--- config.mk ---
export PLATFORM = sky130hd
export DESIGN_NAME = tx_stream_sink
export DESIGN_NICKNAME = d
export VERILOG_FILES = /design/src/rtl/tx_sink_pkg.sv /design/src/rtl/tx_am_fifo.sv /design/src/rtl/tx_stream_sink.sv
export SDC_FILE = /design/constraint.sdc
export NUM_CORES = 1
export LEC_CHECK = 0
export CORE_UTILIZATION = 57
export CTS_BUF_LIST = sky130_fd_sc_hd__clkbuf_4 sky130_fd_sc_hd__clkbuf_8
export DETAILED_ROUTE_END_ITERATION = 8
export GPL_TIMING_DRIVEN = 1
export PLACE_DENSITY = 0.85
export SLEW_MARGIN = 5
export SYNTH_ARGS = -nofsm -noshare
export SYNTH_HDL_FRONTEND = slang
export SYNTH_SLANG_ARGS = --single-unit
--- constraint.sdc ---
create_clock -name clk -period 3.5 [get_ports clk]
set_clock_uncertainty 0.05 [all_clocks]
set_input_delay 0.35 -clock clk [delete_from_list [all_inputs] [get_ports clk]]
set_output_delay 0.35 -clock clk [all_outputs]
set_load 0.005 [all_outputs]
--- src/rtl/tx_sink_pkg.sv ---
// Shared definitions for the TX stream sink: control-word bit positions,
// default parameters and the control-word decoder.
package tx_sink_pkg;

    localparam int CTL_ENABLE       = 0;
    localparam int CTL_CLR_UNDERRUN = 1;
    localparam int CTL_FLUSH        = 2;

    localparam int DEF_SAMPLE_DIV    = 2500;
    localparam int DEF_PWM_BITS      = 8;
    localparam int DEF_AM_FIFO_DEPTH = 4;

    typedef struct packed {
        logic enable;
        logic clr_underrun;
        logic flush;
    } ctl_t;

    function automatic ctl_t decode_ctl(input logic [2:0] bits);
        ctl_t c;
        c.enable       = bits[CTL_ENABLE];
        c.clr_underrun = bits[CTL_CLR_UNDERRUN];
        c.flush        = bits[CTL_FLUSH];
        return c;
    endfunction

endpackage

--- src/rtl/tx_am_fifo.sv ---
// Small synchronous FIFO for AM samples. Flush empties it; a push landing on
// the flush edge survives as the only entry. Push+pop on a full FIFO is allowed.
module tx_am_fifo #(
    parameter int DEPTH = 4,
    parameter int W     = 8
) (
    input  logic                     clk,
    input  logic                     rst,
    input  logic                     i_push,
    input  logic [W-1:0]             i_data,
    input  logic                     i_pop,
    input  logic                     i_flush,
    output logic [W-1:0]             o_data,
    output logic [$clog2(DEPTH):0]   o_count,
    output logic                     o_full,
    output logic                     o_empty
);
    localparam int AW = $clog2(DEPTH);
    localparam logic [AW-1:0] PTR_ONE  = 1;
    localparam logic [AW:0]   CNT_ONE  = 1;
    localparam logic [AW:0]   CNT_FULL = (AW+1)'(DEPTH);

    logic [W-1:0]  r_mem [DEPTH];
    logic [AW-1:0] r_wr;
    logic [AW-1:0] r_rd;
    logic [AW:0]   r_count;

    logic          w_do_pop;
    logic          w_do_push;
    logic          w_wr_en;
    logic [AW-1:0] w_wr_addr;

    assign o_full    = (r_count == CNT_FULL);
    assign o_empty   = (r_count == '0);
    assign o_count   = r_count;
    assign o_data    = r_mem[r_rd];

    assign w_do_pop  = i_pop & ~o_empty;
    assign w_do_push = i_push & (~o_full | w_do_pop);
    assign w_wr_en   = i_flush ? i_push : w_do_push;
    assign w_wr_addr = i_flush ? '0 : r_wr;

    always_ff @(posedge clk) begin
        if (w_wr_en) begin
            r_mem[w_wr_addr] <= i_data;
        end
    end

    always_ff @(posedge clk) begin
        if (rst) begin
            r_wr    <= '0;
            r_rd    <= '0;
            r_count <= '0;
        end else if (i_flush) begin
            r_rd    <= '0;
            r_wr    <= i_push ? PTR_ONE : '0;
            r_count <= i_push ? CNT_ONE : '0;
        end else begin
            if (w_do_push) begin
                r_wr <= r_wr + PTR_ONE;
            end
            if (w_do_pop) begin
                r_rd <= r_rd + PTR_ONE;
            end
            case ({w_do_push, w_do_pop})
                2'b10:   r_count <= r_count + CNT_ONE;
                2'b01:   r_count <= r_count - CNT_ONE;
                default: r_count <= r_count;
            endcase
        end
    end

endmodule

--- src/rtl/tx_stream_sink.sv ---
// Consumer of the freq/am/ctl stb-ack streams: drives a 32-bit NCO square wave
// on rf_out and a PWM envelope on pwm_out, with AM samples paced by a tick.
module tx_stream_sink
    import tx_sink_pkg::*;
#(
    parameter int SAMPLE_DIV    = DEF_SAMPLE_DIV,
    parameter int AM_FIFO_DEPTH = DEF_AM_FIFO_DEPTH,
    parameter int PWM_BITS      = DEF_PWM_BITS
) (
    input  logic                clk,
    input  logic                rst,
    input  logic [31:0]         input_freq,
    input  logic                input_freq_stb,
    output logic                input_freq_ack,
    input  logic [31:0]         input_am,
    input  logic                input_am_stb,
    output logic                input_am_ack,
    input  logic [31:0]         input_ctl,
    input  logic                input_ctl_stb,
    output logic                input_ctl_ack,
    output logic                rf_out,
    output logic                pwm_out,
    output logic [PWM_BITS-1:0] am_level,
    output logic                underrun
);
    localparam int TW = (SAMPLE_DIV > 1) ? $clog2(SAMPLE_DIV) : 1;
    localparam int CW = $clog2(AM_FIFO_DEPTH) + 1;
    localparam logic [TW-1:0]       TICK_LAST = TW'(SAMPLE_DIV - 1);
    localparam logic [TW-1:0]       TICK_ONE  = 1;
    localparam logic [PWM_BITS-1:0] PWM_ONE   = 1;

    logic                r_freq_ack;
    logic                r_am_ack;
    logic                r_ctl_ack;
    logic [TW-1:0]       r_tick_cnt;
    logic [31:0]         r_pending_inc;
    logic [31:0]         r_inc;
    logic [31:0]         r_phase;
    logic                r_enable;
    logic                r_underrun;
    logic [PWM_BITS-1:0] r_am_level;
    logic [PWM_BITS-1:0] r_pwm_cnt;
    logic                r_rf_out;
    logic                r_pwm_out;

    logic                w_freq_xfer;
    logic                w_am_xfer;
    logic                w_ctl_xfer;
    ctl_t                w_ctl;
    logic                w_tick;
    logic                w_flush;
    logic [PWM_BITS-1:0] w_fifo_data;
    logic [CW-1:0]       w_fifo_count;
    logic                w_fifo_full;
    logic                w_fifo_empty;
    logic                w_unused_bits;

    assign w_freq_xfer = input_freq_stb & r_freq_ack;
    assign w_am_xfer   = input_am_stb & r_am_ack;
    assign w_ctl_xfer  = input_ctl_stb & r_ctl_ack;
    assign w_ctl       = decode_ctl(input_ctl[2:0]);
    assign w_tick      = (r_tick_cnt == TICK_LAST);
    assign w_flush     = w_ctl_xfer & w_ctl.flush;

    assign w_unused_bits = ^{input_am[31:PWM_BITS], input_ctl[31:3], w_fifo_count};

    tx_am_fifo #(
        .DEPTH (AM_FIFO_DEPTH),
        .W     (PWM_BITS)
    ) u_am_fifo (
        .clk     (clk),
        .rst     (rst),
        .i_push  (w_am_xfer),
        .i_data  (input_am[PWM_BITS-1:0]),
        .i_pop   (w_tick),
        .i_flush (w_flush),
        .o_data  (w_fifo_data),
        .o_count (w_fifo_count),
        .o_full  (w_fifo_full),
        .o_empty (w_fifo_empty)
    );

    always_ff @(posedge clk) begin
        if (rst) begin
            r_freq_ack    <= 1'b0;
            r_am_ack      <= 1'b0;
            r_ctl_ack     <= 1'b0;
            r_tick_cnt    <= '0;
            r_pending_inc <= '0;
            r_inc         <= '0;
            r_phase       <= '0;
            r_enable      <= 1'b0;
            r_underrun    <= 1'b0;
            r_am_level    <= '0;
            r_pwm_cnt     <= '0;
            r_rf_out      <= 1'b0;
            r_pwm_out     <= 1'b0;
        end else begin
            // Acks are one-cycle pulses; the ~ack term forces an idle cycle after each transfer.
            r_freq_ack <= input_freq_stb & ~r_freq_ack;
            r_ctl_ack  <= input_ctl_stb & ~r_ctl_ack;
            r_am_ack   <= input_am_stb & ~r_am_ack & ~w_fifo_full;

            r_tick_cnt <= w_tick ? '0 : r_tick_cnt + TICK_ONE;

            if (w_freq_xfer) begin
                r_pending_inc <= input_freq;
            end
            if (w_tick) begin
                r_inc <= r_pending_inc;
            end
            if (r_enable) begin
                r_phase <= r_phase + r_inc;
            end
            if (w_ctl_xfer) begin
                r_enable <= w_ctl.enable;
            end

            if (w_tick && !w_fifo_empty) begin
                r_am_level <= w_fifo_data;
            end
            // A clear request on the same edge as an underrun tick takes priority.
            if (w_ctl_xfer && w_ctl.clr_underrun) begin
                r_underrun <= 1'b0;
            end else if (w_tick && w_fifo_empty && r_enable) begin
                r_underrun <= 1'b1;
            end

            r_pwm_cnt <= r_pwm_cnt + PWM_ONE;
            r_rf_out  <= r_phase[31] & r_enable;
            r_pwm_out <= (r_pwm_cnt < r_am_level) & r_enable;
        end
    end

    assign input_freq_ack = r_freq_ack;
    assign input_am_ack   = r_am_ack;
    assign input_ctl_ack  = r_ctl_ack;
    assign rf_out         = r_rf_out;
    assign pwm_out        = r_pwm_out;
    assign am_level       = r_am_level;
    assign underrun       = r_underrun;

endmodule

After elaboration in Yosys (flattened, before gate mapping)
Memory sizes are Yosys's and may differ from the RTL's. A register that Yosys moved wholly into a read port is not among the register bits.
Cells that the tools add are included.
Operators by class
  bitwise logic cells: 18
  multiplexer cells: 10
  eq/ne operators: 4
  multipliers: 0
  divide/modulo/power cells: 0
  reduce and logical (&&, ||, !) cells: 11
  $add $sub $neg: 7
  order comparisons: 1
  shifts and indexed selects: 0
Operators by type and width (number)
  32-bit adder: 1
  12-bit by 1-bit adder with 12-bit output (second input constant): 1
  1-bit AND: 12
  12-bit == test (second input constant): 1
  8-bit by 1-bit adder with 8-bit output (second input constant): 1
  8-bit < comparator: 1
  2-bit two-way mux: 3
  3-bit case mux with 2 select lines: 1
  2-bit OR reduction: 3
  1-bit two-way mux: 5
  1-bit inverter: 5
  2-bit by 1-bit adder with 2-bit output (second input constant): 2
  1-bit logical AND: 4
  3-bit by 1-bit adder with 3-bit output (second input constant): 1
  3-bit == test (second input constant): 1
  3-bit logical NOT: 1
  3-bit two-way mux: 1
  3-bit nonzero test: 1
  3-bit by 1-bit subtractor with 3-bit output (second input constant): 1
  2-bit by 1-bit == test with 1-bit output (second input constant): 1
  2-bit == test (second input constant): 1
  2-bit nonzero test: 1
  1-bit logical NOT: 1
  1-bit bitwise OR: 1
Storage, ports and cells
  logic and storage cells: 67
  input bits: 101
  output and inout port bits: 14
  ROM bits: 0
  bits in latches: 0
  bits in registers: 130
  memory bits (writable): 32
  memories kept: 1
Memories
  u_am_fifo.r_mem: depth 4, width 8, read ports 1, clocked after Yosys merged registers in 1, wr ports 1, RTL line tx_am_fifo.sv:23  | logic [W-1:0] r_mem [DEPTH];

Longest topological paths before layout
Gate-level depths: netlist of the first run.
  word-level depth: 8
  depth in mapped cells: 11
  gate-level depth less buffers: 11

Hierarchy
A second synthesis of the first run with hierarchy kept.
Second synthesis, totals
  cell total of the unflattened synthesis: 942
  area total of the unflattened synthesis: 8424.3 um^2
By module, submodules not included
  tx_stream_sink: times used 1, sequential area each 2622.5 um^2, cells an instance 830, area each 6676.4 um^2
  tx_am_fifo: times used 1, sequential area each 1141.1 um^2, cells an instance 112, area each 1747.9 um^2

Least setup slack after synthesis of the first run
OpenSTA, ideal clock, no wires.
  kind: register to register
  start point: register r_tick_cnt[0]
  end point: memory u_am_fifo.r_mem[2][0] (enable)
  path buffers: 0
  data required time: 3.052 ns
  library setup time: 0.398 ns
  cell stages (with the launch flop): 7
  data arrival time: 2.263 ns
  clock period less this slack: 2.711 ns
  setup slack: 0.789 ns
  cells stage by stage: dfxtp_1 -> ha_1 -> nand2_1 -> nor3_1 -> nand3_1 -> a21o_1 -> nor4b_1
On the way
  word-level cells in the longest chain between the ends: 7
Ends and longest elaborated chain
  from (decl): RTL line tx_stream_sink.sv:35  | logic [TW-1:0] r_tick_cnt;
  from (signal assigned): RTL line tx_stream_sink.sv:104  | r_tick_cnt <= w_tick ? '0 : r_tick_cnt + TICK_ONE;
  12-bit == test: RTL line tx_stream_sink.sv:62  | assign w_tick = (r_tick_cnt == TICK_LAST);
  1-bit AND: RTL line tx_am_fifo.sv:38  | assign w_do_pop = i_pop & ~o_empty;
  1-bit bitwise OR: RTL line tx_am_fifo.sv:39  | assign w_do_push = i_push & (~o_full | w_do_pop);
  1-bit AND: RTL line tx_am_fifo.sv:39
  1-bit two-way mux: RTL line tx_am_fifo.sv:40  | assign w_wr_en = i_flush ? i_push : w_do_push;
  1-bit two-way mux: RTL line tx_am_fifo.sv:44  | if (w_wr_en) begin
  1-bit two-way mux (not written as such): RTL line tx_am_fifo.sv:45  | r_mem[w_wr_addr] <= i_data;
  to (decl): RTL line tx_am_fifo.sv:23
Every way passes these cells.

Worst setup path after layout of the first run
  start point: register r_inc[0]
  end point: register r_phase[24]
On the way
  word-level cells in the longest chain between the ends: 1
Ends and longest elaborated chain
  from (decl): RTL line tx_stream_sink.sv:37  | logic [31:0] r_inc;
  from (signal assigned): RTL line tx_stream_sink.sv:110  | r_inc <= r_pending_inc;
  32-bit adder: RTL line tx_stream_sink.sv:113  | r_phase <= r_phase + r_inc;
  to (signal assigned): RTL line tx_stream_sink.sv:113
  to (decl): RTL line tx_stream_sink.sv:38  | logic [31:0] r_phase;
Every way passes these cells.
A chain may end at the register's enable or synchronous reset.

==> summary.md, run 1 <==
| Metric | Value |
|---|---|
| DR WL/cell | 14.78 microns |
| Critical path cell sequence | ha_1, fa_1, a21o_2, a221oi_2, nor2_1, a21oi_1, o21ai_0, a21boi_0, or4b_2, o311ai_0 |
| MaxCap Viol Count | 0 |
| Area of the core | 13880 sq um |
| Leakage Power | 3.369 nW |
| Slew headroom | 17.29% |
| FF+latch count, synth | 170 |
| Die Ht | around 120 microns |
| Post-DRT Antenna Nets | 0 |
| CTS root buffer | clkbuf_8 |
| Nets | 1077 |
| Worst Setup End Kind | flop |
| Clk sink count | 170 |
| Synthesized net count | 1042 |
| Worst endpoint required time | 3.76 ns |
| Peak Freq | between 300 and 400 MHz |
| Final HPWL from detailed placement | 11580 microns |
| First-pass GRT wire length | 28120 microns |
| Final Power | 3.575 mW |
| Commonest cells after routing, fill and taps aside | nand2_1, dfxtp_1, a21oi_1, nor2_1, clkdlybuf4s50_1 |
| Peak supply drop | 381.5 uV |
| Reg2Reg Depth | 10 |
| Hold depth | 2 |
| EDFF count, synth | 32 |
| Total Wirelength | 16650 microns |
| Setup violators final | 0 |
| FFs w/ async S/R, synth | 0% |
| Total number of vias | around 6400 |
| Commonest non-fill, non-tap cell in the layout | nand2_1 |
| Worst-path maximum fanout | 4 |
| Status | complete, no violations |
| Post-Syn Area | approximately 8000 sq um |
| Slowest stage cell, crit path | fa_1 |
| Clock Latency Late Sink | 0.46 ns |
| # fillers | 1109 |
| Synth cell types | 68 |
| DRT Pass-1 Iters | 4 |
| Antenna Cells | 0 |
| IO Pins | between 100 and 150 |
| Die width | 121.1 microns |
| Synthesized area per cell | 8.995 sq um |
| Number of CTS-inserted buffers | 17 |
| Worst EP arrival | roughly 3.3 ns |
| Largest net degree at the start of global routing | 57 |
| CP max stage delay | a little over 0.4 ns |
| Post_cts resized | 0 |
| Cts hold-fix bufs | 0 |
| Share of post-route cells with drive strength above 1 | 6.441% |
| Class of the worst hold path | in2reg |
| Unrepaired setup endpoints after global routing | false |
| Tightest Pin Transition | between 1 and 1.5 ns |
| Initial DRC Count | 388 |
| Power Density | 390.2 nW/um^2 |
| Setup TNS | 0 ns |
| Fin crit period | 3.011 ns |
| Number of global-route vias before repair | 6076 |
| Clock Path Buffers | 2 |
| CTS tree | done |
| Max Slew Vio Count | 0 |
| Starting density of the core | 58.26% |
| Count of input and output buffers | 61 |
| CTS clk-pin slew, worst paths | 0.10 ns |
| Final Cycle Share | 86.02% |
| DRC | 0 |
| H-tree levels | 4 |
| Crit path depth | 10 |
| Yosys Warn Count | 0 |
| Cell family with most CP delay | compound AO/OA/AOI/OAI gates |
| Setup crit start kind | flop |
| Post-synth top flop | dfxtp_1 |
| Initial antenna violation count | 0 |
| Via density | 5.667 |
| Die area | about 15000 sq um |
| Gpl congestion | 0.8806 |
| Buf/Inv on CP | 0 |
| Post-Synthesis Cells | around 900 |
| Area delta synth->final | 13.31% |
| GRT overflow | 0 |
| Postcts setup bufs | 0 |
| Worst setup path class | reg2reg |
| GRT Util Overall | 24.32% |
| Sequential share of the synthesized area | 46.05% |
| Row count | between 40 and 50 |
| Final hold viol count | 0 |
[worst reg2reg max path: stages, from the launching register on]
cell and delay, ns:
dfxtp_1 0.33, ha_1 0.23, fa_1 0.41, a21o_2 0.24
a221oi_2 0.36, nor2_1 0.12, a21oi_1 0.26, o21ai_0 0.28
a21boi_0 0.30, or4b_2 0.17, o311ai_0 0.12
[cell usage after synthesis (6+ instances only)]
cell / count / share of area [%]
a211oi_1: 8 / 0.74
a21o_1: 19 / 1.8
a21oi_1: 104 / 6.4
a31oi_1: 10 / 0.77
and3_1: 10 / 0.77
buf_1: 7 / 0.32
buf_2: 9 / 0.56
clkbuf_1: 36 / 1.7
dfxtp_1: 138 / 34
edfxtp_1: 32 / 12
ha_1: 40 / 6.2
inv_1: 22 / 1.0
mux2i_1: 22 / 2.7
mux4_2: 8 / 2.2
nand2_1: 180 / 8.4
nand3_1: 28 / 1.7
nor2_1: 72 / 3.3
nor2b_1: 6 / 0.46
nor3_1: 8 / 0.50
o21ai_0: 17 / 1.1
xnor2_1: 24 / 2.6
xor2_1: 21 / 2.3
[sequential cells by signal, summed over array words and instances, names as in the netlist, 2 cells and up]
register           count
am_level               8
r_inc                 32
r_pending_inc         32
r_phase               32
r_pwm_cnt              8
r_tick_cnt            12
u_am_fifo.o_count      3
u_am_fifo.r_mem       32
u_am_fifo.r_rd         2
u_am_fifo.r_wr         2
[area by class of cell]
| cell class | count | area (sq um) | share of cell area [%] |
|---|---|---|---|
| multi-input combinational | 654 | 4066 | 44.38 |
| sequential | 170 | 3725 | 40.65 |
| timing repair buffer | 69 | 668.1 | 7.292 |
| clock buffer | 17 | 234.0 | 2.554 |
| tap | 180 | 225.2 | 2.458 |
| clock inverter | 15 | 161.4 | 1.762 |
| inverter | 22 | 82.58 | 0.9013 |
[worst paths after layout]
path	from	to	slack [ns]
worst max-delay path	r_inc[0]$_SDFFE_PP0N_	r_phase[24]$_SDFFE_PP0P_	0.49
worst min-delay path	rst	r_pwm_cnt[0]$_SDFF_PP0_	0.31
worst max register to register	r_inc[0]$_SDFFE_PP0N_	r_phase[24]$_SDFFE_PP0P_	0.49
worst min register to register	r_pending_inc[17]$_SDFFE_PP0P_	r_inc[17]$_SDFFE_PP0N_	0.40
[layer usage]
metal  vias up  share of wire, %  track usage [%]
li1       3211                 -                -
met5         -                 0                0
met3        28               4.7            5.404
met2       159                49            41.54
met4         0               2.1            9.799
met1      2989                44            29.64
[stage by stage]
step | setup slack [ns] | hold slack [ns] | std cells | utilization (%) | instance area, sq um
final | 0.4893 | 0.3136 | 1127 | 66.01 | 9163
after global routing | 0.3002 | 0.3197 | 1127 | 66.01 | 9163
after CTS | 0.5457 | 0.2772 | 1127 | 66.01 | 9163
after detailed placement | 0.5610 | 0.3968 | 1095 | 63.16 | 8767
after global placement | 0.6230 | 0.3861 | 1095 | 63.16 | 8767
after floorplan | 0.7886 | 0.3708 | 899 | - | 8087
[power by group]
group | switching (mW) | internal [mW]
registers | 0.0203 | 2.02
logic | 0.0803 | 0.0876
clock network | 0.825 | 0.546
[cell families after synthesis]
| logic type | count (synthesis) | synth area share [%] |
|---|---|---|
| muxes | 31 | 5.090 |
| and+or+nand+nor | 332 | 17.86 |
| buffers and inverters | 75 | 3.667 |
| AOI/OAI and AO/OA | 204 | 15.78 |
| adders and majority gates | 42 | 6.684 |
| xor gates and xnor gates | 45 | 4.874 |
| DFF | 170 | 46.05 |
Note: power is estimated with default switching activity, not from simulation.
==> run 2: changes to the inputs <==
Settings changed: CELL_PAD_IN_SITES_DETAIL_PLACEMENT set to 1, CELL_PAD_IN_SITES_GLOBAL_PLACEMENT set to 2, CORE_UTILIZATION 57 to 35.
==> summary.md, run 2 (synthesis gave the netlist of run 1 again) <==
| Metric | Value |
|---|---|
| Fin area | 9379 sq um |
| R2r endpoint | r_phase[24]$_SDFFE_PP0P_ |
| Worst setup path class | reg2reg |
| Gpl congestion | 0.7961 |
| Share of post-route cells with drive strength above 1 | 6.540% |
| PnR worst setup slack | roughly 0.40 ns |
| Total Wirelength | 18550 microns |
| Initial DRC Count | 226 |
| Worst-path maximum fanout | 4 |
| Area of the core | 22640 sq um |
| Worst EP arrival | 3.39 ns |
| Critical path cell sequence | ha_1, fa_1, a21o_2, a221oi_2, nor2_1, a21oi_1, o21ai_0, a21boi_0, or4b_2, o311ai_0 |
| Worst setup endpoint | r_phase[24]$_SDFFE_PP0P_ |
| CTS root buffer | clkbuf_8 |
| Number of global-route vias before repair | 6352 |
| Status | complete, no violations |
| Post_cts resized | 0 |
| Worst Setup End Kind | flop |
| Setup crit start kind | flop |
| Via density | roughly 5 |
| Setup TNS | 0 ns |
| Final HPWL from detailed placement | 12960 microns |
| Slowest stage cell, crit path | fa_1 |
| Area delta synth->final | 15.98% |
| Unrepaired setup endpoints after global routing | false |
| GRT overflow | 0 |
| Postcts setup bufs | 0 |
| Class of the worst hold path | in2reg |
| Leakage Power | ~3.4 nW |
| Cts hold-fix bufs | 0 |
| Buf/Inv on CP | 0 |
| Total number of vias | 6315 |
| Starting density of the core | between 30% and 40% |
| Final Cycle Share | 88.71% |
| # fillers | 2590 |
| Clock Latency Late Sink | ~0.48 ns |
| Row count | 55 |
| R2r setup slk | 0.40 ns |
| Max Slew Vio Count | 0 |
| DR WL/cell | 15.04 microns |
| Largest net degree at the start of global routing | 72 |
| Die width | 154 microns |
| CP max stage delay | 0.41 ns |
| MaxCap Viol Count | 0 |
| Clk sink count | 170 |
| Clock Path Buffers | 2 |
| H-tree levels | 4 |
| GRT Util Overall | between 10% and 20% |
| Worst endpoint required time | about 3.8 ns |
| Met2 Track Usage GR | 27.58% |
| IO Pins | 115 |
| R2R Path Start | r_inc[0]$_SDFFE_PP0N_ |
| Reg2Reg Depth | 10 |
| Count of input and output buffers | 61 |
| First-pass GRT wire length | slightly above 30000 microns |
| CP Launch Point | r_inc[0]$_SDFFE_PP0N_ |
| Nets | 1078 |
| Slew headroom | between 40% and 50% |
| Die Ht | 154 microns |
| CTS tree | done |
| Tightest Pin Transition | about 0.8 ns |
| Antenna Cells | 0 |
| Setup violators final | 0 |
| Fin crit period | 3.105 ns |
| Post-Place Cell Area | 8919 sq um |
| Met1 Use GR | about a fifth |
| Final hold viol count | 0 |
| Peak Freq | 322.1 MHz |
| Initial antenna violation count | 0 |
| Post-DRT Antenna Nets | 0 |
| Cell family with most CP delay | compound AO/OA/AOI/OAI gates |
| CTS clk-pin slew, worst paths | 0.12 ns |
| Crit path depth | 10 |
| Number of CTS-inserted buffers | 17 |
| Die area | roughly 24000 sq um |
| DRT Pass-1 Iters | 4 |
| Commonest non-fill, non-tap cell in the layout | nand2_1 |
| Commonest cells after routing, fill and taps aside | nand2_1, dfxtp_1, a21oi_1, nor2_1, clkdlybuf4s50_1 |
| DRC | 0 |
| Power Density | roughly 400 nW/um^2 |
| Pre-CTS worst setup slack | 0.4551 ns |
| Met3 Resource Use GR | 2.537% |
| Peak supply drop | 221.7 uV |
| Top Usage Layer GRT | met2 |
[run 2: cell count changes in the layout (fill, tap and decap cells not counted), sizes merged]
| cell | before | now |
|---|---|---|
| clkinvlp | 2 | 0 |
| buf | 9 | 10 |
| clkinv | 2 | 4 |
[run 2: layout make-up]
cell class	count	area [sq um]	area share (%)
clock buffers	17	234.0	2.495
repair buffers	70	688.2	7.337
well taps	285	356.6	3.802
clock inverters	15	226.5	2.415
multi-input cells	654	4066	43.36
inverters	22	82.58	0.8805
flip-flops and latches	170	3725	39.71
[run 2: metrics by stage]
step / std cells / power, mW / hold slack, ns / util [%]
3_5_place_dp: 1201 / 2.256 / 0.3973 / 39.39
4_1_cts: 1233 / 3.818 / 0.3281 / 41.43
3_3_place_gp: 1201 / 2.252 / 0.3938 / 39.39
2_1_floorplan: 899 / 2.164 / 0.3708 / -
6_report: 1233 / 3.761 / 0.3497 / 41.43
5_1_grt: 1233 / 3.909 / 0.3406 / 41.43
[run 2: worst min-delay path by stage]
stage                                  start                             to  slack, ns  depth (start not counted)
2_1_floorplan        r_pwm_cnt[0]$_SDFF_PP0_        r_pwm_cnt[0]$_SDFF_PP0_       0.37                          1
3_3_place_gp         r_pwm_cnt[0]$_SDFF_PP0_        r_pwm_cnt[0]$_SDFF_PP0_       0.39                          1
3_5_place_dp   r_pending_inc[2]$_SDFFE_PP0P_          r_inc[2]$_SDFFE_PP0N_       0.40                          2
4_1_cts                        input_freq[1]  r_pending_inc[1]$_SDFFE_PP0P_       0.33                          3
5_1_grt                        input_freq[1]  r_pending_inc[1]$_SDFFE_PP0P_       0.34                          3
6_report                       input_freq[1]  r_pending_inc[1]$_SDFFE_PP0P_       0.35                          3
[run 2: layer usage]
layer  share of wire [%]  vias to the layer above
met4                 1.6                        0
met2                  48                       59
met1                  48                     3026
met3                 2.0                       23
met5                   0                        -
li1                    -                     3207
[run 2: report_power, final]
group | internal, mW | switching, mW
Clock | 0.599 | 0.955
Sequential | 2.02 | 0.0167
Combinational | 0.0893 | 0.0857
[run 2: worst reg2reg max path: stages, from the launching register on]
cell      delay [ns]
dfxtp_1         0.33
ha_1            0.24
fa_1            0.41
a21o_2          0.24
a221oi_2        0.38
nor2_1          0.10
a21oi_1         0.28
o21ai_0         0.32
a21boi_0        0.33
or4b_2          0.17
o311ai_0        0.11
